## src/rtl/matvec_pkg.sv

```systemverilog
`default_nettype none
// +----------------------------------------------------------------------------+
// | Package     : matvec_pkg                                                   |
// | Description : Shared types and elaboration-time helpers for the fp16       |
// |               matrix-vector multiplier (issue FSM state, result tag,       |
// |               reduction-tree depth and end-to-end latency).                |
// | Revision    : 1.0  initial release                                         |
// +----------------------------------------------------------------------------+
package matvec_pkg;

    localparam int FP16_W = 16;

    typedef enum logic [0:0] {
        IDLE  = 1'b0,
        ISSUE = 1'b1
    } state_t;

    // Travels beside each issued row so the datapath itself needs no reset.
    typedef struct packed {
        logic       valid;
        logic [1:0] row;
        logic       last;
    } tag_t;

    // Depth of a balanced binary adder tree over n leaves.
    function automatic int clog2_tree(input int n);
        int d;
        d = 0;
        for (int s = 1; s < n; s = s * 2) begin
            d++;
        end
        return d;
    endfunction

    // Accept edge to result edge for row 0: capture, issue register,
    // multiplier, adder tree, output register.
    function automatic int matvec_latency(input int n, input int mul_lat, input int add_lat);
        return 2 + mul_lat + add_lat * clog2_tree(n);
    endfunction

endpackage
`default_nettype wire

```

## src/rtl/add_half.sv

```systemverilog
`default_nettype none
// +----------------------------------------------------------------------------+
// | Module      : add_half                                                     |
// | Description : fp16 adder, round-to-nearest-even, LAT-cycle latency.        |
// |               Subnormals flush to zero; exact cancellation gives +0.       |
// | Ports       : clk, a[15:0], b[15:0] in; y[15:0] out (a+b, LAT cycles later)|
// | Revision    : 1.0  initial release                                         |
// +----------------------------------------------------------------------------+
module add_half #(
    parameter int LAT = 2
) (
    input  logic        clk,
    input  logic [15:0] a,
    input  logic [15:0] b,
    output logic [15:0] y
);

    logic [15:0]       w_big;
    logic [15:0]       w_sml;
    logic [4:0]        w_dexp;
    logic [13:0]       w_sig_big;
    logic [13:0]       w_sig_sml;
    logic [13:0]       w_sig_sh;
    logic [13:0]       w_lost_mask;
    logic [14:0]       w_sum;
    logic [3:0]        w_pos;
    logic [3:0]        w_shl;
    logic [13:0]       w_norm;
    logic signed [7:0] w_exp;
    logic              w_rup;
    logic [10:0]       w_rnd;
    logic [15:0]       w_y;

    always_comb begin
        if (a[14:0] >= b[14:0]) begin
            w_big = a;
            w_sml = b;
        end else begin
            w_big = b;
            w_sml = a;
        end
        // 11-bit significand plus guard/round/sticky positions.
        w_sig_big   = (w_big[14:10] == 5'd0) ? 14'd0 : {1'b1, w_big[9:0], 3'b000};
        w_sig_sml   = (w_sml[14:10] == 5'd0) ? 14'd0 : {1'b1, w_sml[9:0], 3'b000};
        w_dexp      = w_big[14:10] - w_sml[14:10];
        w_lost_mask = ~(14'h3FFF << w_dexp);
        if (w_dexp >= 5'd14) begin
            w_sig_sh = {13'd0, |w_sig_sml};
        end else begin
            w_sig_sh = (w_sig_sml >> w_dexp) | {13'd0, |(w_sig_sml & w_lost_mask)};
        end
        if (w_big[15] ^ w_sml[15]) begin
            w_sum = {1'b0, w_sig_big} - {1'b0, w_sig_sh};
        end else begin
            w_sum = {1'b0, w_sig_big} + {1'b0, w_sig_sh};
        end
        w_exp = $signed({3'b000, w_big[14:10]});
        w_pos = 4'd0;
        for (int i = 0; i < 14; i++) begin
            if (w_sum[i]) begin
                w_pos = 4'(i);
            end
        end
        w_shl = 4'd13 - w_pos;
        if (w_sum[14]) begin
            w_norm = w_sum[14:1] | {13'd0, w_sum[0]};
            w_exp  = w_exp + 8'sd1;
        end else begin
            w_norm = w_sum[13:0] << w_shl;
            w_exp  = w_exp - $signed({4'b0000, w_shl});
        end
        w_rup = w_norm[2] & ((|w_norm[1:0]) | w_norm[3]);
        w_rnd = {1'b0, w_norm[12:3]} + {10'd0, w_rup};
        if (w_rnd[10]) begin
            w_exp = w_exp + 8'sd1;
        end
        if (w_big[14:10] == 5'h1F) begin
            w_y = w_big;
        end else if (w_sum == 15'd0) begin
            w_y = 16'h0000;
        end else if (w_exp >= 8'sd31) begin
            w_y = {w_big[15], 5'h1F, 10'd0};
        end else if (w_exp <= 8'sd0) begin
            w_y = {w_big[15], 15'd0};
        end else begin
            w_y = {w_big[15], w_exp[4:0], w_rnd[9:0]};
        end
    end

    pipe_delay #(.W(16), .D(LAT)) u_lat (
        .clk   (clk),
        .reset (1'b0),
        .din   (w_y),
        .dout  (y)
    );

endmodule
`default_nettype wire

```

## src/rtl/mult_half.sv

```systemverilog
`default_nettype none
// +----------------------------------------------------------------------------+
// | Module      : mult_half                                                    |
// | Description : fp16 multiplier, round-to-nearest-even, LAT-cycle latency.   |
// |               Subnormal inputs/results flush to signed zero; any inf/NaN   |
// |               operand yields signed infinity.                              |
// | Ports       : clk, a[15:0], b[15:0] in; y[15:0] out (a*b, LAT cycles later)|
// | Revision    : 1.0  initial release                                         |
// +----------------------------------------------------------------------------+
module mult_half #(
    parameter int LAT = 2
) (
    input  logic        clk,
    input  logic [15:0] a,
    input  logic [15:0] b,
    output logic [15:0] y
);

    logic [21:0]       w_prod;
    logic signed [7:0] w_exp;
    logic [9:0]        w_man;
    logic              w_grd;
    logic              w_stk;
    logic              w_sgn;
    logic              w_rup;
    logic [10:0]       w_rnd;
    logic [15:0]       w_y;

    always_comb begin
        w_sgn  = a[15] ^ b[15];
        w_prod = {11'd0, 1'b1, a[9:0]} * {11'd0, 1'b1, b[9:0]};
        w_exp  = $signed({3'b000, a[14:10]}) + $signed({3'b000, b[14:10]}) - 8'sd15;
        // Product of two 1.x significands lies in [1,4): renormalise on bit 21.
        if (w_prod[21]) begin
            w_man = w_prod[20:11];
            w_grd = w_prod[10];
            w_stk = |w_prod[9:0];
            w_exp = w_exp + 8'sd1;
        end else begin
            w_man = w_prod[19:10];
            w_grd = w_prod[9];
            w_stk = |w_prod[8:0];
        end
        w_rup = w_grd & (w_stk | w_man[0]);
        w_rnd = {1'b0, w_man} + {10'd0, w_rup};
        if (w_rnd[10]) begin
            w_exp = w_exp + 8'sd1;
        end
        if ((a[14:10] == 5'h1F) || (b[14:10] == 5'h1F)) begin
            w_y = {w_sgn, 5'h1F, 10'd0};
        end else if ((a[14:10] == 5'd0) || (b[14:10] == 5'd0)) begin
            w_y = {w_sgn, 15'd0};
        end else if (w_exp >= 8'sd31) begin
            w_y = {w_sgn, 5'h1F, 10'd0};
        end else if (w_exp <= 8'sd0) begin
            w_y = {w_sgn, 15'd0};
        end else begin
            w_y = {w_sgn, w_exp[4:0], w_rnd[9:0]};
        end
    end

    pipe_delay #(.W(16), .D(LAT)) u_lat (
        .clk   (clk),
        .reset (1'b0),
        .din   (w_y),
        .dout  (y)
    );

endmodule
`default_nettype wire

```

## src/rtl/pipe_delay.sv

```systemverilog
`default_nettype none
// +----------------------------------------------------------------------------+
// | Module      : pipe_delay                                                   |
// | Description : D-stage register chain, synchronous active-high reset to 0.  |
// | Ports       : clk, reset, din[W-1:0] in, dout[W-1:0] out (din delayed D)   |
// | Revision    : 1.0  initial release                                         |
// +----------------------------------------------------------------------------+
module pipe_delay #(
    parameter int W = 1,
    parameter int D = 1
) (
    input  logic         clk,
    input  logic         reset,
    input  logic [W-1:0] din,
    output logic [W-1:0] dout
);

    generate
        if (D == 0) begin : g_wire
            assign dout = din;
        end else begin : g_chain
            logic [W-1:0] r_stage [D];

            always_ff @(posedge clk) begin
                if (reset) begin
                    for (int i = 0; i < D; i++) begin
                        r_stage[i] <= '0;
                    end
                end else begin
                    r_stage[0] <= din;
                    for (int i = 1; i < D; i++) begin
                        r_stage[i] <= r_stage[i-1];
                    end
                end
            end

            assign dout = r_stage[D-1];
        end
    endgenerate

endmodule
`default_nettype wire

```

## src/rtl/matrix_vec_mult_nxn.sv

```systemverilog
`default_nettype none
// +----------------------------------------------------------------------------+
// | Module      : matrix_vec_mult_nxn                                          |
// | Description : fp16 out = M * v for an N x N matrix. One row per cycle into |
// |               N multipliers, balanced adder tree, per-row result stream    |
// |               plus assembled output vector. One job per N cycles.          |
// | Ports       : clk, reset (sync, active-high)                               |
// |               in_valid/in_ready, in_mat[N*N*16], in_vec[N*16]  job input   |
// |               res_valid, res_row[2], res_data[16]              row stream  |
// |               out_valid, out_vec[N*16]                         vector      |
// |               busy                                 issue or flight active  |
// | Revision    : 1.0  initial release                                         |
// +----------------------------------------------------------------------------+
module matrix_vec_mult_nxn
    import matvec_pkg::*;
#(
    parameter int N       = 3,
    parameter int MUL_LAT = 2,
    parameter int ADD_LAT = 2
) (
    input  logic                  clk,
    input  logic                  reset,
    input  logic                  in_valid,
    output logic                  in_ready,
    input  logic [N*N*FP16_W-1:0] in_mat,
    input  logic [N*FP16_W-1:0]   in_vec,
    output logic                  res_valid,
    output logic [1:0]            res_row,
    output logic [FP16_W-1:0]     res_data,
    output logic                  out_valid,
    output logic [N*FP16_W-1:0]   out_vec,
    output logic                  busy
);

    localparam int       c_TAG_DLY  = matvec_latency(N, MUL_LAT, ADD_LAT) - 2;
    localparam int       c_TAG_W    = $bits(tag_t);
    localparam logic [1:0] c_LAST_ROW = 2'(N - 1);

    state_t                r_state;
    state_t                w_state_nxt;
    logic [1:0]            r_row;
    logic [1:0]            w_row_nxt;
    logic                  w_accept;
    logic [N*N*FP16_W-1:0] r_mat;
    logic [N*FP16_W-1:0]   r_vec;
    logic [FP16_W-1:0]     r_a [N];
    logic [FP16_W-1:0]     r_b [N];
    tag_t                  r_tag;
    tag_t                  w_tag_d;
    logic [7:0]            r_inflight;
    logic [FP16_W-1:0]     w_prod [N];
    logic [FP16_W-1:0]     w_sum;
    logic                  r_res_valid;
    logic [1:0]            r_res_row;
    logic [FP16_W-1:0]     r_res_data;
    logic                  r_out_valid;
    logic [N*FP16_W-1:0]   r_out_vec;

    // Ready on the last issue row lets the next job start with no bubble.
    assign in_ready = (r_state == IDLE) | ((r_state == ISSUE) & (r_row == c_LAST_ROW));
    assign w_accept = in_valid & in_ready & ~reset;

    always_ff @(posedge clk) begin
        if (reset) begin
            r_state <= IDLE;
            r_row   <= 2'd0;
        end else begin
            r_state <= w_state_nxt;
            r_row   <= w_row_nxt;
        end
    end

    always_comb begin
        w_state_nxt = r_state;
        w_row_nxt   = r_row;
        case (r_state)
            IDLE: begin
                if (w_accept) begin
                    w_state_nxt = ISSUE;
                    w_row_nxt   = 2'd0;
                end
            end
            ISSUE: begin
                if (r_row == c_LAST_ROW) begin
                    w_row_nxt = 2'd0;
                    if (!w_accept) begin
                        w_state_nxt = IDLE;
                    end
                end else begin
                    w_row_nxt = r_row + 2'd1;
                end
            end
            default: begin
                w_state_nxt = IDLE;
                w_row_nxt   = 2'd0;
            end
        endcase
    end

    // Operands are captured so the producer may change its inputs freely.
    always_ff @(posedge clk) begin
        if (w_accept) begin
            r_mat <= in_mat;
            r_vec <= in_vec;
        end
    end

    // Issue stage: registered row operands and the matching tag.
    always_ff @(posedge clk) begin
        if (r_state == ISSUE) begin
            for (int c = 0; c < N; c++) begin
                r_a[c] <= r_mat[(int'(r_row) * N + c) * FP16_W +: FP16_W];
                r_b[c] <= r_vec[c * FP16_W +: FP16_W];
            end
        end
    end

    always_ff @(posedge clk) begin
        if (reset) begin
            r_tag <= '0;
        end else begin
            r_tag.valid <= (r_state == ISSUE);
            r_tag.row   <= r_row;
            r_tag.last  <= (r_row == c_LAST_ROW);
        end
    end

    pipe_delay #(.W(c_TAG_W), .D(c_TAG_DLY)) u_tag_dly (
        .clk   (clk),
        .reset (reset),
        .din   (r_tag),
        .dout  (w_tag_d)
    );

    // Count of valid tags inside the delay line, for busy.
    always_ff @(posedge clk) begin
        if (reset) begin
            r_inflight <= 8'd0;
        end else begin
            r_inflight <= r_inflight + 8'(r_tag.valid) - 8'(w_tag_d.valid);
        end
    end

    assign busy = (r_state != IDLE) | r_tag.valid | (r_inflight != 8'd0);

    generate
        for (genvar c = 0; c < N; c++) begin : g_mul
            mult_half #(.LAT(MUL_LAT)) u_mul (
                .clk (clk),
                .a   (r_a[c]),
                .b   (r_b[c]),
                .y   (w_prod[c])
            );
        end

        // Summation order is fixed; results are bit-exact to it.
        if (N == 2) begin : g_tree2
            add_half #(.LAT(ADD_LAT)) u_add_fin (
                .clk (clk), .a(w_prod[0]), .b(w_prod[1]), .y(w_sum)
            );
        end else if (N == 3) begin : g_tree3
            logic [FP16_W-1:0] w_s01;
            logic [FP16_W-1:0] w_p2_d;
            add_half #(.LAT(ADD_LAT)) u_add01 (
                .clk (clk), .a(w_prod[0]), .b(w_prod[1]), .y(w_s01)
            );
            // Odd lane waits one adder stage to meet (p0+p1).
            pipe_delay #(.W(FP16_W), .D(ADD_LAT)) u_p2_dly (
                .clk (clk), .reset(reset), .din(w_prod[2]), .dout(w_p2_d)
            );
            add_half #(.LAT(ADD_LAT)) u_add_fin (
                .clk (clk), .a(w_s01), .b(w_p2_d), .y(w_sum)
            );
        end else begin : g_tree4
            logic [FP16_W-1:0] w_s01;
            logic [FP16_W-1:0] w_s23;
            add_half #(.LAT(ADD_LAT)) u_add01 (
                .clk (clk), .a(w_prod[0]), .b(w_prod[1]), .y(w_s01)
            );
            add_half #(.LAT(ADD_LAT)) u_add23 (
                .clk (clk), .a(w_prod[2]), .b(w_prod[3]), .y(w_s23)
            );
            add_half #(.LAT(ADD_LAT)) u_add_fin (
                .clk (clk), .a(w_s01), .b(w_s23), .y(w_sum)
            );
        end
    endgenerate

    // Output stage: row stream and assembled vector update in the same cycle.
    always_ff @(posedge clk) begin
        if (reset) begin
            r_res_valid <= 1'b0;
            r_res_row   <= 2'd0;
            r_res_data  <= '0;
            r_out_valid <= 1'b0;
            r_out_vec   <= '0;
        end else begin
            r_res_valid <= w_tag_d.valid;
            r_out_valid <= w_tag_d.valid & w_tag_d.last;
            if (w_tag_d.valid) begin
                r_res_row  <= w_tag_d.row;
                r_res_data <= w_sum;
                r_out_vec[int'(w_tag_d.row) * FP16_W +: FP16_W] <= w_sum;
            end
        end
    end

    assign res_valid = r_res_valid;
    assign res_row   = r_res_row;
    assign res_data  = r_res_data;
    assign out_valid = r_out_valid;
    assign out_vec   = r_out_vec;

endmodule
`default_nettype wire

```

## config.mk

```make
export PLATFORM = sky130hd
export DESIGN_NAME = matrix_vec_mult_nxn
export DESIGN_NICKNAME = d
export VERILOG_FILES = /design/src/rtl/matvec_pkg.sv /design/src/rtl/add_half.sv /design/src/rtl/mult_half.sv /design/src/rtl/pipe_delay.sv /design/src/rtl/matrix_vec_mult_nxn.sv
export SDC_FILE = /design/constraint.sdc
export NUM_CORES = 2
export LEC_CHECK = 0
export CORE_MARGIN = 1
export CORE_UTILIZATION = 63
export CTS_BUF_LIST = sky130_fd_sc_hd__clkbuf_8
export DETAILED_ROUTE_END_ITERATION = 12
export GPL_TIMING_DRIVEN = 0
export PLACE_DENSITY = 0.84
export RECOVER_POWER = 100
export SKIP_LAST_GASP = 1
export SYNTH_ARGS = -nofsm -noshare
export SYNTH_HDL_FRONTEND = slang
export SYNTH_SLANG_ARGS = --single-unit
```

## constraint.sdc

```tcl
create_clock -name clk -period 28.3 [get_ports clk]
set_clock_uncertainty 0.15 [all_clocks]
set_input_delay 8.49 -clock clk [delete_from_list [all_inputs] [get_ports clk]]
set_output_delay 8.49 -clock clk [all_outputs]
set_load 0.03 [all_outputs]
```

Word-level counts from Yosys, hierarchy flattened
Memory sizes are Yosys's and may differ from the RTL's.
Cells that the tools add are included.

operators by class
  add/sub/neg operators = 37
  multiply operators = 4
  order comparisons = 14
  equal/unequal tests = 10
  shifts and indexed selects = 11
  muxes and demuxes = 99
  bitwise gates (word level) = 40
  reduce and logical (&&, ||, !) cells = 31

operator list
  operator                    count
  $shiftx A144 B32 Y16        2
  $mux W15                    18
  $mux W16                    10
  $shiftx A144 B10 Y16        1
  $mux W14                    6
  $mux W8                     10
  $mux W4                     18
  $mul A11 B11 Y22            3
  $add A8 B2 Y8 const B       8
  $reduce_or A14 Y1           4
  $add A10 B1 Y11             5
  $logic_not A5 Y1            10
  $bwmux W48                  1
  $shift A16 B33 Y48 const A  1
  $shiftx A16 B33 Y48         1
  $eq A5 B5 Y1 const B        8
  $ge A8 B6 Y1 const B        5
  $le A8 B1 Y1 const B        5
  $neg A6 Y33                 1
  $add A14 B14 Y15            2
  $ge A15 B15 Y1              2
  $logic_not A15 Y1           2
  $mux W10                    3
  $reduce_or A10 Y1           3
  37 further kinds            117

word-level totals
  flip-flop bits (word level) = 275
  bits in writable memories = 312
  bits of input ports = 195
  output and inout port bits = 70
  logic and storage cells = 268
  memories kept = 9

memories
  memory                                 words  bits a word  rd ports  clocked after memory_dff  write ports  line                       source
  r_a                                    3      16           3         0                         3            matrix_vec_mult_nxn.sv:46  logic [FP16_W-1:0] r_a [N];
  r_b                                    3      16           3         0                         3            matrix_vec_mult_nxn.sv:47  logic [FP16_W-1:0] r_b [N];
  g_mul[0].u_mul.u_lat.g_chain.r_stage   2      16           2         0                         2            pipe_delay.sv:22           logic [W-1:0] r_stage [D];
  g_mul[1].u_mul.u_lat.g_chain.r_stage   2      16           2         0                         2            pipe_delay.sv:22
  g_mul[2].u_mul.u_lat.g_chain.r_stage   2      16           2         0                         2            pipe_delay.sv:22
  g_tree3.u_add01.u_lat.g_chain.r_stage  2      16           2         0                         2            pipe_delay.sv:22
  3 more memories                        n/a    n/a          n/a       n/a                       n/a          n/a

Depth between registers and ports, before layout
An unclocked memory read counts as a cell.

  word-level depth = 38
  mapped depth = 60
  gate-level depth less buffers = 51

Hierarchy
Synthesis repeated with hierarchy kept, for this count alone.

unflattened totals
  cell total of the unflattened synthesis = 5238
  area, all modules = 48645.4 µm²

by module, submodules not included
  module                                 instances  cells an instance  area an instance (µm²)  sequential area each (µm²)
  matrix_vec_mult_nxn                    1          768                13116.3                 10309.9
  mult_half (g_mul[2].u_mul)             1          782                6214.7                  0.0
  pipe_delay (g_mul[0].u_mul.u_lat ...)  6          83                 983.4                   640.6
  mult_half (g_mul[0].u_mul)             1          747                5799.3                  0.0
  mult_half (g_mul[1].u_mul)             1          721                5689.2                  0.0
  add_half (g_tree3.u_add01)             1          838                5620.4                  0.0
  add_half (g_tree3.u_add_fin)           1          830                5581.6                  0.0
  pipe_delay (u_tag_dly)                 1          54                 723.2                   480.5

Worst setup path after synthesis
OpenSTA, ideal clock, no wires.

  path type = in2reg
  from = in reset
  to = reg r_mat[0], enable pin
  library setup time = 1019 ps
  arrival = 22830 ps
  required time = 27131 ps
  setup slack = 4301 ps
  stages = 3
  path buffers = 2
  cell sequence = clkbuf_1 buf_1 nor3b_1

on the way
  cells in the longest elaborated chain, start to end = 2

ends and longest elaborated chain
  what                  line                        source
  from (decl)           matrix_vec_mult_nxn.sv:22   input logic reset,
  $not A1 Y1            matrix_vec_mult_nxn.sv:61   assign w_accept = in_valid & in_ready & ~reset;
  $and A1 B1 Y1         matrix_vec_mult_nxn.sv:61
  via w_accept          matrix_vec_mult_nxn.sv:43   logic w_accept;
  to (signal assigned)  matrix_vec_mult_nxn.sv:103  r_mat <= in_mat;
  to (decl)             matrix_vec_mult_nxn.sv:44   logic [N*N*FP16_W-1:0] r_mat;

The timed path passes the listed nets, and every way through them passes these cells.
A chain may end at the register's enable or synchronous reset.

==> results.py <==
metrics = {
    "run_status": {
        "status": "finished, violations left",
        "violations": "capacitance limit, slew limit",
    },
    "global_route": {
        "grt_pass1_wl_mm": 185.8,
        "grt_util_met3_pct": 4.967,
        "grt_max_degree": 78,
        "grt_use_total_pct": 33.36,
        "use_met1_pct": 42.38,
        "grt_pass1_vias": 35345,
        "gr-total-overflow": 0,
        "top_usage_layer": "met2",
        "use_met2_pct": 55.82,
        "grt_antenna_before_repair": 8,
    },
    "timing": {
        "post-route-period-util_pct": 62.92,
        "rsz0062_at_grt": "false",
        "finalSetupViolations": 0,
        "slew_viol_final": 125,
        "max_freq_mhz": 56.16,
        "hold_viol": 0,
        "slew_headroom_pct": -169.0,
        "min_period_ns": 17.81,
        "tightest_slew_ns": 4.035,
        "setup_tns_ns": 0,
    },
    "drt": {
        "drtPass1Iterations": 6,
        "wire_per_inst_um": 20.24,
        "num_vias": 35266,
        "drtIter0Drc": 3031,
        "antenna_left": 0,
        "avgViaCountPerCell": 6.143,
        "wl_mm": 116.2,
        "drcViolationCount": 0,
    },
    "clock_tree": {
        "cts_setup_buffers": 0,
        "clkLatencyLatePin_ns": 0.72,
        "htree_levels": 3,
        "cts_tree": "built",
        "clk_path_buf_depth": 3,
        "path_clk_slew_ns": 0.06,
        "root_buffer": "clkbuf_8",
        "cts_made_buffers": 91,
        "holdBufCountCts": 0,
        "clock_sinks": 587,
        "ctsResizeCount": 0,
    },
    "worst_setup_path": {
        "end_kind": "flop",
        "slowest_delay_ns": 1.67,
        "critPathRequiredTime_ns": 28.76,
        "worstSetupPathType": "flop to flop",
        "worst-path-max-fanout": 10,
        "worstPathArrival_ns": 18.26,
        "critPathLaunchType": "flop",
        "slowest_stage": "o311ai_0",
        "crit_top_cell": "clkbuf_1",
        "worstRegToRegCells": 52,
    },
    "synth": {
        "seq_area_frac_synth_pct": 34.06,
        "synth-adder-area-share_pct": 20.32,
        "ys_top_cells_by_area": "edfxtp_1 (20%), dfxtp_1 (14%), fa_1 (11%)",
        "ys.flop_type": "dfxtp_1",
        "ys_ff_latch": 587,
        "yosysTopAreaCell": "edfxtp_1",
        "synth-edff-count": 288,
        "synth_top_area_share_pct": 20.13,
        "syn_avg_cell_area_um2": 9.736,
        "synthSimpleGateAreaFrac_pct": 16.40,
        "synth_cell_types": 117,
        "synthXorXnorAreaFrac_pct": 4.298,
        "async_flop_share_pct": 0,
        "synth_top_family_by_area": "adder cells",
        "syn-cell-area_um2": 42960,
        "synth_compound_area_share_pct": 14.67,
        "syn-num-nets": 5158,
        "synthMuxAreaShare_pct": 5.373,
        "synth_cells": 4413,
        "ys.warnings.count": 0,
    },
    "placement": {
        "dp_hpwl_mm": 89.42,
        "gp_congestion": 0.9752,
        "portBuffers": 263,
        "placed_cells": 5568,
    },
    "floorplanning": {
        "rows": 95,
        "die_w_um": 263.1,
        "core_area_um2": 67280,
        "start_util_pct": 63.86,
        "pin_count": 265,
        "die_height_um": 263.1,
        "die_area_um2": 69250,
    },
    "hold_path": {
        "min_path_type": "flop to flop",
        "whs_path_depth": 0,
    },
    "finish": {
        "drive_above_1_share_pct": 5.409,
        "area_growth_pct": 13.16,
        "fin_nets": 5533,
        "stdcell_count": 5741,
    },
    "job": {
        "drv_cap": 4,
    },
}
[flip-flops by register name, summed over array words and instances (netlist names)]
register,cells
g_mul.u_mul.u_lat.g_chain.r_stage,96
g_tree3.u_add01.u_lat.g_chain.r_stage,32
g_tree3.u_add_fin.u_lat.g_chain.r_stage,32
g_tree3.u_p2_dly.g_chain.r_stage,32
out_valid,1
out_vec,48
r_a,48
r_b,48
r_inflight,8
r_mat,144
r_row,2
r_state,1
r_tag,4
r_vec,48
res_data,16
res_row,2
res_valid,1
u_tag_dly.g_chain.r_stage,24
[final cells by class]
cell class	count	area, um^2
multi-input cells	3280	26140
fillers	4776	18660
flip-flops and latches	587	14630
repair buffers	282	2711
inverters	388	1456
clock buffers	104	1431
well taps	873	1092
plain buffers	158	618.1
clock inverters	63	518.0
diodes	6	15.01
[per-stage QoR]
step	area (um^2)	hold WS [ns]	worst slack (ns)	utilization [%]
after CTS	48890	0.1459	13.18	72.67
after floorplan	42960	0.1596	4.301	-
after detailed placement	46940	0.1621	13.21	69.78
final	48620	0.1412	10.49	72.26
after global placement	46690	0.1602	-1.738	69.40
after global routing	48610	0.1385	9.810	72.25
[synth_stat cells (24+ instances only)]
library cell	n
a21oi_1	181
o21a_1	24
fa_1	246
a21boi_0	31
nor4_1	30
mux2i_1	150
nand3_1	70
nand2_1	373
and2_1	218
nand4_1	34
nand2b_1	26
and3_1	26
a22oi_1	59
a21o_1	43
nor2b_1	100
or3_1	25
clkbuf_1	118
xor2_1	61
o211ai_1	33
a211oi_1	29
edfxtp_1	288
nor3_1	84
a31oi_1	32
o22ai_1	30
o21ai_0	189
ha_1	304
nor2_1	337
inv_1	381
xnor2_1	141
dfxtp_1	299
[logic make-up (layout without fill, tap and decap cells)]
kind of cell               after synthesis  count (layout)
and+or+nand+nor                       1411            1411
AOI/OAI and AO/OA                      914             914
DFF                                    587             587
adders and majority gates              550             550
buffers and inverters                  546             995
xor gates and xnor gates               206             206
muxes                                  199             199
other                                    0               6
[placed cells by master (no fill, tap or decap), types with 26 or more instances in the layout]
cell           synthesis  routed
a211oi_1              29      30
o21ai_0              189     191
edfxtp_1             288     288
o211ai_1              33      33
and3_1                26      26
a21oi_1              181     182
fa_1                 246     246
nor3_1                84      86
xnor2_1              141     141
nand3_1               70      70
a22oi_1               59      59
ha_1                 304     304
clkbuf_1             118     152
mux2i_1              150     150
nand2_1              373     374
nand4_1               34      35
clkbuf_8               0     104
a31oi_1               32      32
nor4_1                30      30
dlygate4sd3_1          0     262
inv_1                381     408
and2_1               218     214
a21o_1                43      43
o22ai_1               30      30
dfxtp_1              299     299
xor2_1                61      61
nand2b_1              26      26
a21boi_0              31      31
nor2b_1              100     100
nor2_1               337     337
[critical path: cells and delay by family, from the launching register on]
| family | cells | cell delay (ns) |
|---|---|---|
| adder cells (fa/ha/maj) | 6 | 1.75 |
| multiplexers | 3 | 1.19 |
| AND/OR/NAND/NOR | 14 | 4.39 |
| flip-flops | 1 | 0.32 |
| XOR/XNOR | 1 | 0.19 |
| AO/OA/AOI/OAI | 16 | 6.39 |
| buffers and inverters | 12 | 3.30 |
[final timing paths]
check             slack (ns)                                        endpoint                                          start
setup / recovery       10.49   g_tree3.u_add_fin.u_lat.g_chain.r_stage[0][5]        g_tree3.u_p2_dly.g_chain.r_stage[0][28]
hold / removal          0.14  g_tree3.u_add_fin.u_lat.g_chain.r_stage[0][17]  g_tree3.u_add_fin.u_lat.g_chain.r_stage[0][1]
setup reg to reg       10.49   g_tree3.u_add_fin.u_lat.g_chain.r_stage[0][5]        g_tree3.u_p2_dly.g_chain.r_stage[0][28]
hold reg to reg         0.14  g_tree3.u_add_fin.u_lat.g_chain.r_stage[0][17]  g_tree3.u_add_fin.u_lat.g_chain.r_stage[0][1]
[routing by layer]
layer / part of all wire (%) / up-vias
met5: 0.046 / -
met4: 5.0 / 8
met3: 6.9 / 344
met2: 47 / 1635
met1: 41 / 16875
li1: - / 16404
Power is left out: the tool's default activity adds up to more than one toggle a clock period on the data nets, which glitch-free logic cannot reach.
